$ cat config.mk
export PLATFORM = sky130hd
export DESIGN_NAME = switch_mcu_regfile_flat
export DESIGN_NICKNAME = d
export VERILOG_FILES = /design/src/rtl/switch_mcu_regfile_if.sv /design/src/rtl/switch_mcu_regfile.sv /design/src/flat_wrapper.sv
export SDC_FILE = /design/constraint.sdc
export NUM_CORES = 2
export LEC_CHECK = 0
export ABC_AREA = 0
export CAP_MARGIN = 20
export CORE_UTILIZATION = 41
export CTS_BUF_LIST = sky130_fd_sc_hd__clkbuf_4 sky130_fd_sc_hd__clkbuf_8 sky130_fd_sc_hd__clkbuf_16
export DETAILED_ROUTE_END_ITERATION = 10
export GPL_TIMING_DRIVEN = 0
export PLACE_DENSITY = 0.6
export SETUP_SLACK_MARGIN = 0.02
export SLEW_MARGIN = 20
export SYNTH_ARGS = -nofsm -noshare
export SYNTH_HDL_FRONTEND = slang
export SYNTH_SLANG_ARGS = --single-unit
$ cat constraint.sdc
create_clock -name in_clk -period 8.6 [get_ports in_clk]
set_input_delay 1.72 -clock in_clk [delete_from_list [all_inputs] [get_ports in_clk]]
set_output_delay 1.72 -clock in_clk [all_outputs]
set_load 0.03 [all_outputs]
$ cat src/rtl/switch_mcu_regfile_if.sv
// switch_mcu_regfile_if: read/write/debug bus between execute units and the register file
interface switch_mcu_regfile_if #(
    parameter int DATA_W = 32,
    parameter int ADDR_W = 5
);
    logic              in_ren_1;
    logic [ADDR_W-1:0] in_raddr_1;
    logic [DATA_W-1:0] out_rdata_1;
    logic              in_ren_2;
    logic [ADDR_W-1:0] in_raddr_2;
    logic [DATA_W-1:0] out_rdata_2;
    logic              in_wen;
    logic [ADDR_W-1:0] in_waddr;
    logic [DATA_W-1:0] in_wdata;
    logic [ADDR_W-1:0] in_dbg_raddr;
    logic [DATA_W-1:0] out_dbg_rdata;

    modport master (
        output in_ren_1, in_raddr_1, in_ren_2, in_raddr_2,
        output in_wen, in_waddr, in_wdata, in_dbg_raddr,
        input  out_rdata_1, out_rdata_2, out_dbg_rdata
    );

    modport slave (
        input  in_ren_1, in_raddr_1, in_ren_2, in_raddr_2,
        input  in_wen, in_waddr, in_wdata, in_dbg_raddr,
        output out_rdata_1, out_rdata_2, out_dbg_rdata
    );
endinterface

$ cat src/rtl/switch_mcu_regfile.sv
// switch_mcu_regfile: 32x32 register file, x0 hardwired to zero, two registered read ports, one write port
// Optional macro SWITCH_MCU_RF_BYPASS_EN forwards same-edge write data to a matching read port.
module switch_mcu_regfile #(
    parameter int DATA_W = 32,
    parameter int ADDR_W = 5,
    parameter int DEPTH  = 32
) (
    input logic in_clk,
    input logic in_rst,
    switch_mcu_regfile_if.slave bus
);
    logic [DATA_W-1:0] mem_q [DEPTH];
    logic [DATA_W-1:0] rdata_1_q, rdata_1_d;
    logic [DATA_W-1:0] rdata_2_q, rdata_2_d;
    logic              wr_en;
    logic              fwd_1, fwd_2;

    assign wr_en = bus.in_wen && (bus.in_waddr != '0);

`ifdef SWITCH_MCU_RF_BYPASS_EN
    assign fwd_1 = wr_en && (bus.in_waddr == bus.in_raddr_1);
    assign fwd_2 = wr_en && (bus.in_waddr == bus.in_raddr_2);
`else
    assign fwd_1 = 1'b0;
    assign fwd_2 = 1'b0;
`endif

    // Next read data: hold unless requested; x0 reads zero, optional forwarding of write data
    always_comb begin
        rdata_1_d = rdata_1_q;
        rdata_2_d = rdata_2_q;
        if (bus.in_ren_1)
            rdata_1_d = fwd_1 ? bus.in_wdata : (bus.in_raddr_1 == '0) ? '0 : mem_q[bus.in_raddr_1];
        if (bus.in_ren_2)
            rdata_2_d = fwd_2 ? bus.in_wdata : (bus.in_raddr_2 == '0) ? '0 : mem_q[bus.in_raddr_2];
    end

    // Storage array: cleared on reset, x0 never written
    always_ff @(posedge in_clk or negedge in_rst) begin
        if (!in_rst) begin
            for (int i = 0; i < DEPTH; i++) mem_q[i] <= '0;
        end else if (wr_en) begin
            mem_q[bus.in_waddr] <= bus.in_wdata;
        end
    end

    // Registered read data for both ports
    always_ff @(posedge in_clk or negedge in_rst) begin
        if (!in_rst) begin
            rdata_1_q <= '0;
            rdata_2_q <= '0;
        end else begin
            rdata_1_q <= rdata_1_d;
            rdata_2_q <= rdata_2_d;
        end
    end

    assign bus.out_rdata_1   = rdata_1_q;
    assign bus.out_rdata_2   = rdata_2_q;
    assign bus.out_dbg_rdata = (bus.in_dbg_raddr == '0) ? '0 : mem_q[bus.in_dbg_raddr];
endmodule

$ cat src/flat_wrapper.sv
// flat-port wrapper written by rule: the top's interface ports become plain ports
module switch_mcu_regfile_flat 
#(
    parameter int DATA_W = 32,
    parameter int ADDR_W = 5,
    parameter int DEPTH  = 32
)
  (in_clk, in_rst, bus_in_ren_1, bus_in_raddr_1, bus_in_ren_2, bus_in_raddr_2, bus_in_wen, bus_in_waddr, bus_in_wdata, bus_in_dbg_raddr, bus_out_rdata_1, bus_out_rdata_2, bus_out_dbg_rdata);
  switch_mcu_regfile_if #(.DATA_W(DATA_W), .ADDR_W(ADDR_W)) bus_i ();
  input logic in_clk;
  input logic in_rst;
  input wire logic [$bits(bus_i.in_ren_1)-1:0] bus_in_ren_1;
  input wire logic [$bits(bus_i.in_raddr_1)-1:0] bus_in_raddr_1;
  input wire logic [$bits(bus_i.in_ren_2)-1:0] bus_in_ren_2;
  input wire logic [$bits(bus_i.in_raddr_2)-1:0] bus_in_raddr_2;
  input wire logic [$bits(bus_i.in_wen)-1:0] bus_in_wen;
  input wire logic [$bits(bus_i.in_waddr)-1:0] bus_in_waddr;
  input wire logic [$bits(bus_i.in_wdata)-1:0] bus_in_wdata;
  input wire logic [$bits(bus_i.in_dbg_raddr)-1:0] bus_in_dbg_raddr;
  output wire logic [$bits(bus_i.out_rdata_1)-1:0] bus_out_rdata_1;
  output wire logic [$bits(bus_i.out_rdata_2)-1:0] bus_out_rdata_2;
  output wire logic [$bits(bus_i.out_dbg_rdata)-1:0] bus_out_dbg_rdata;
  assign bus_i.in_ren_1 = bus_in_ren_1;
  assign bus_i.in_raddr_1 = bus_in_raddr_1;
  assign bus_i.in_ren_2 = bus_in_ren_2;
  assign bus_i.in_raddr_2 = bus_in_raddr_2;
  assign bus_i.in_wen = bus_in_wen;
  assign bus_i.in_waddr = bus_in_waddr;
  assign bus_i.in_wdata = bus_in_wdata;
  assign bus_i.in_dbg_raddr = bus_in_dbg_raddr;
  assign bus_out_rdata_1 = bus_i.out_rdata_1;
  assign bus_out_rdata_2 = bus_i.out_rdata_2;
  assign bus_out_dbg_rdata = bus_i.out_dbg_rdata;
  switch_mcu_regfile #(.DATA_W(DATA_W), .ADDR_W(ADDR_W), .DEPTH(DEPTH)) u_core (.in_clk(in_clk), .in_rst(in_rst), .bus(bus_i));
endmodule
==> results.ini <==
[status]
outcome = finished, final reports clean

[cells_and_area]
syn2layout_area_growth_pct = 13.9
nets = 4487
drive_gt1_frac = 0.516

[synth]
yosys.area.top_type = dfrtp_1
syn_area_sq_mm = 0.0644
synth_fp_nets = 4195
seq_area_frac_synth = 0.423
async_flop_share = 1.00
synth-edff-count = 0
yosys-top-cells-area = dfrtp_1 42%, mux4_2 27%, mux2_2 18%
synthCells = 4138
ys_types = 49
ys_ff_latch = 1088
synth_area_per_cell_sq_um = 15.6
synth_warnings = 0
synth.top_cell.area_share = 0.423
ys.flop_type = dfrtp_1

[power_and_ir_drop]
peakVddDrop_mv = 0.201
clkPwrFrac = 0.323
seqPwrFrac = 0.413
p_per_area_mw_per_mm2 = 232
total_power_w = 0.0170
switching_share = 0.315
p_int_w = 0.0117
combPwrFrac = 0.264
p_switching_w = 0.00536
cellLeakagePower_nw = 30.4

[sta]
rsz0062_at_grt = no
fin_setup_tns_ns = 0
worst_pin_slew_ns = 1.31
period_needed_ns = 7.82
fin_crit_sh = 0.909
fmax_mhz = 128
fin_skew_ns = 0.0408
slew_headroom = 0.125
slew_viol_final = 0
hold_slack_ns = 0.486
finalHoldViolations = 0
finalSetupViolations = 0

[setup_path]
crit_fanout = 10
arrival_ns = 6.10
regToRegStartpoint = u_core.mem_q[9]
startpoint_type = input port
crit_required_ns = 6.88
timing.critical_path.mode_cell = clkbuf_1
worst-setup-path-type = input port to output port
crit_path_cell_trace = clkbuf_1 > buf_2 > buf_1 > nor4_1 > nor2_1 > clkbuf_1 > a22o_1 > clkdlybuf4s50_1
cpPeakStageDelay_ns = 0.89
startpoint = bus_in_dbg_raddr[1]
cp_slowest_cell = buf_1
crit_path_end_kind = output port

[clock_tree]
clkTransAtPathRegs_ns = 0.06
insertion_delay_ns = 0.81
cts_setup_buffers = 0
clk_path_buf_depth = 3
cts_tree = built
cts_resized = 0
cts-root-buf = clkbuf_16
htreeDepth = 3
cts_sinks = 1088
holdBufCountCts = 0
cts_buffers = 120

[die]
die_x_um = 398
initial_core_util = 0.413
core_sq_mm = 0.156
dieArea_sq_mm = 0.159
ioPinCount = 153
rows = 145
fp.dieH_um = 398

[drt]
dr.pass1.iters = 5
wire_per_inst_um = 45.3
vias = 47500
drt_wl_total_mm = 299
detail-route-antenna-nets = 0
drt_iter0_markers = 7516
post-route-drc-count = 0
vias_per_cell = 7.19

[global_routing]
grt_start_max_net_pins = 136
antenna_found_initial = 15
grt-ovfl-total = 0
grt_pass1_vias = 45800
grt.total_usage = 0.378
grt_pass1_wl_mm = 400

[job]
cap_violations = 0

[placed_design]
io_buffers = 141
gp_routability_congestion = 0.989
detailed_place_hpwl_mm = 205

[min_path]
worstHoldPathType = flop to flop
hold_start = u_core.bus.out_rdata_1[10]

power groups by stage:
stage | Clock (W) | Sequential (W) | Combinational [W]
2_1_floorplan | 0 | 0.00683 | 0.00293
3_3_place_gp | 0 | 0.00703 | 0.00429
3_5_place_dp | 0 | 0.00706 | 0.00438
4_1_cts | 0.00548 | 0.00698 | 0.00439
5_1_grt | 0.00567 | 0.00716 | 0.00461
6_report | 0.00550 | 0.00704 | 0.00449
cells by family after synthesis:
family / synth area share
mux: 0.479
flops: 0.423
buf+inv: 0.0374
compound gates: 0.0440
simple gates: 0.0162
cell usage after synthesis (35+ instances only):
| master | number |
|---|---|
| dfrtp_1 | 1088 |
| mux2_2 | 1025 |
| mux4_2 | 779 |
| clkbuf_1 | 285 |
| mux2i_1 | 170 |
| a211oi_1 | 96 |
| buf_2 | 77 |
| buf_1 | 72 |
| a22o_1 | 66 |
| nor2_1 | 54 |
| buf_4 | 45 |
| o22ai_1 | 42 |
| nand2b_1 | 41 |
| nor2b_1 | 35 |
| o221ai_1 | 35 |
path summary, 6_finish.rpt:
check                      depth (start not counted)  slack [ns]                          to
min in group asynchronous                          1        0.75           u_core.mem_q[949]
min reg2reg                                        2        0.49  u_core.bus.out_rdata_1[10]
min                                                2        0.49  u_core.bus.out_rdata_1[10]
max in group asynchronous                          4        5.69           u_core.mem_q[456]
max                                                8        0.78       bus_out_dbg_rdata[30]
max reg2reg                                        4        6.18   u_core.bus.out_rdata_2[9]
registers in the layout (all words and copies together), names as in the netlist:
register,cells
u_core.bus.out_rdata_1,32
u_core.mem_q,1024
u_core.bus.out_rdata_2,32
per-stage QoR:
stage	utilization	setup WS, ns	instance area, sq um	cells
2_1_floorplan	-	3.26	64400	4138
3_3_place_gp	0.438	-45.24	68400	6337
3_5_place_dp	0.443	1.09	69200	6364
4_1_cts	0.470	1.08	73300	6584
5_1_grt	0.470	0.850	73300	6587
6_report	0.470	0.780	73300	6598
per-layer routing:
metal | GRT usage | vias to the layer above | part of all wire
met5 | 0 | - | 0.00069
met4 | 0.262 | 14 | 0.084
met3 | 0.163 | 948 | 0.14
met2 | 0.514 | 3932 | 0.41
met1 | 0.483 | 25300 | 0.36
li1 | - | 17200 | -
worst max-delay path, delay by kind of cell:
| family | cells | cell delay [ns] |
|---|---|---|
| AOI/OAI and AO/OA | 1 | 0.49 |
| buffers and inverters | 5 | 3.25 |
| and+or+nand+nor | 2 | 0.61 |
layout by cell type (no fill, tap or decap), drive strengths merged, types with 41 or more instances in the layout:
cell type      instances
nor2                  54
a211oi                96
clkdlybuf4s50        140
a22o                  66
clkbuf               474
mux2                1025
dfrtp               1088
mux2i                170
buf                  247
nand2b                41
mux4                 782
o22ai                 42
area by class of cell:
cell class              instances  area [sq um]
diodes                         12          30.0
plain buffers                 503          2490
clock buffers                 188          3740
clock inverters                32           367
fillers                     13700         82700
inverters                      17          63.8
multi-input cells            2530         34800
flip-flops and latches       1088         27200
well taps                    2058          2570
repair buffers                170          2090
No activity file was read; power rests on OpenSTA's default activity.
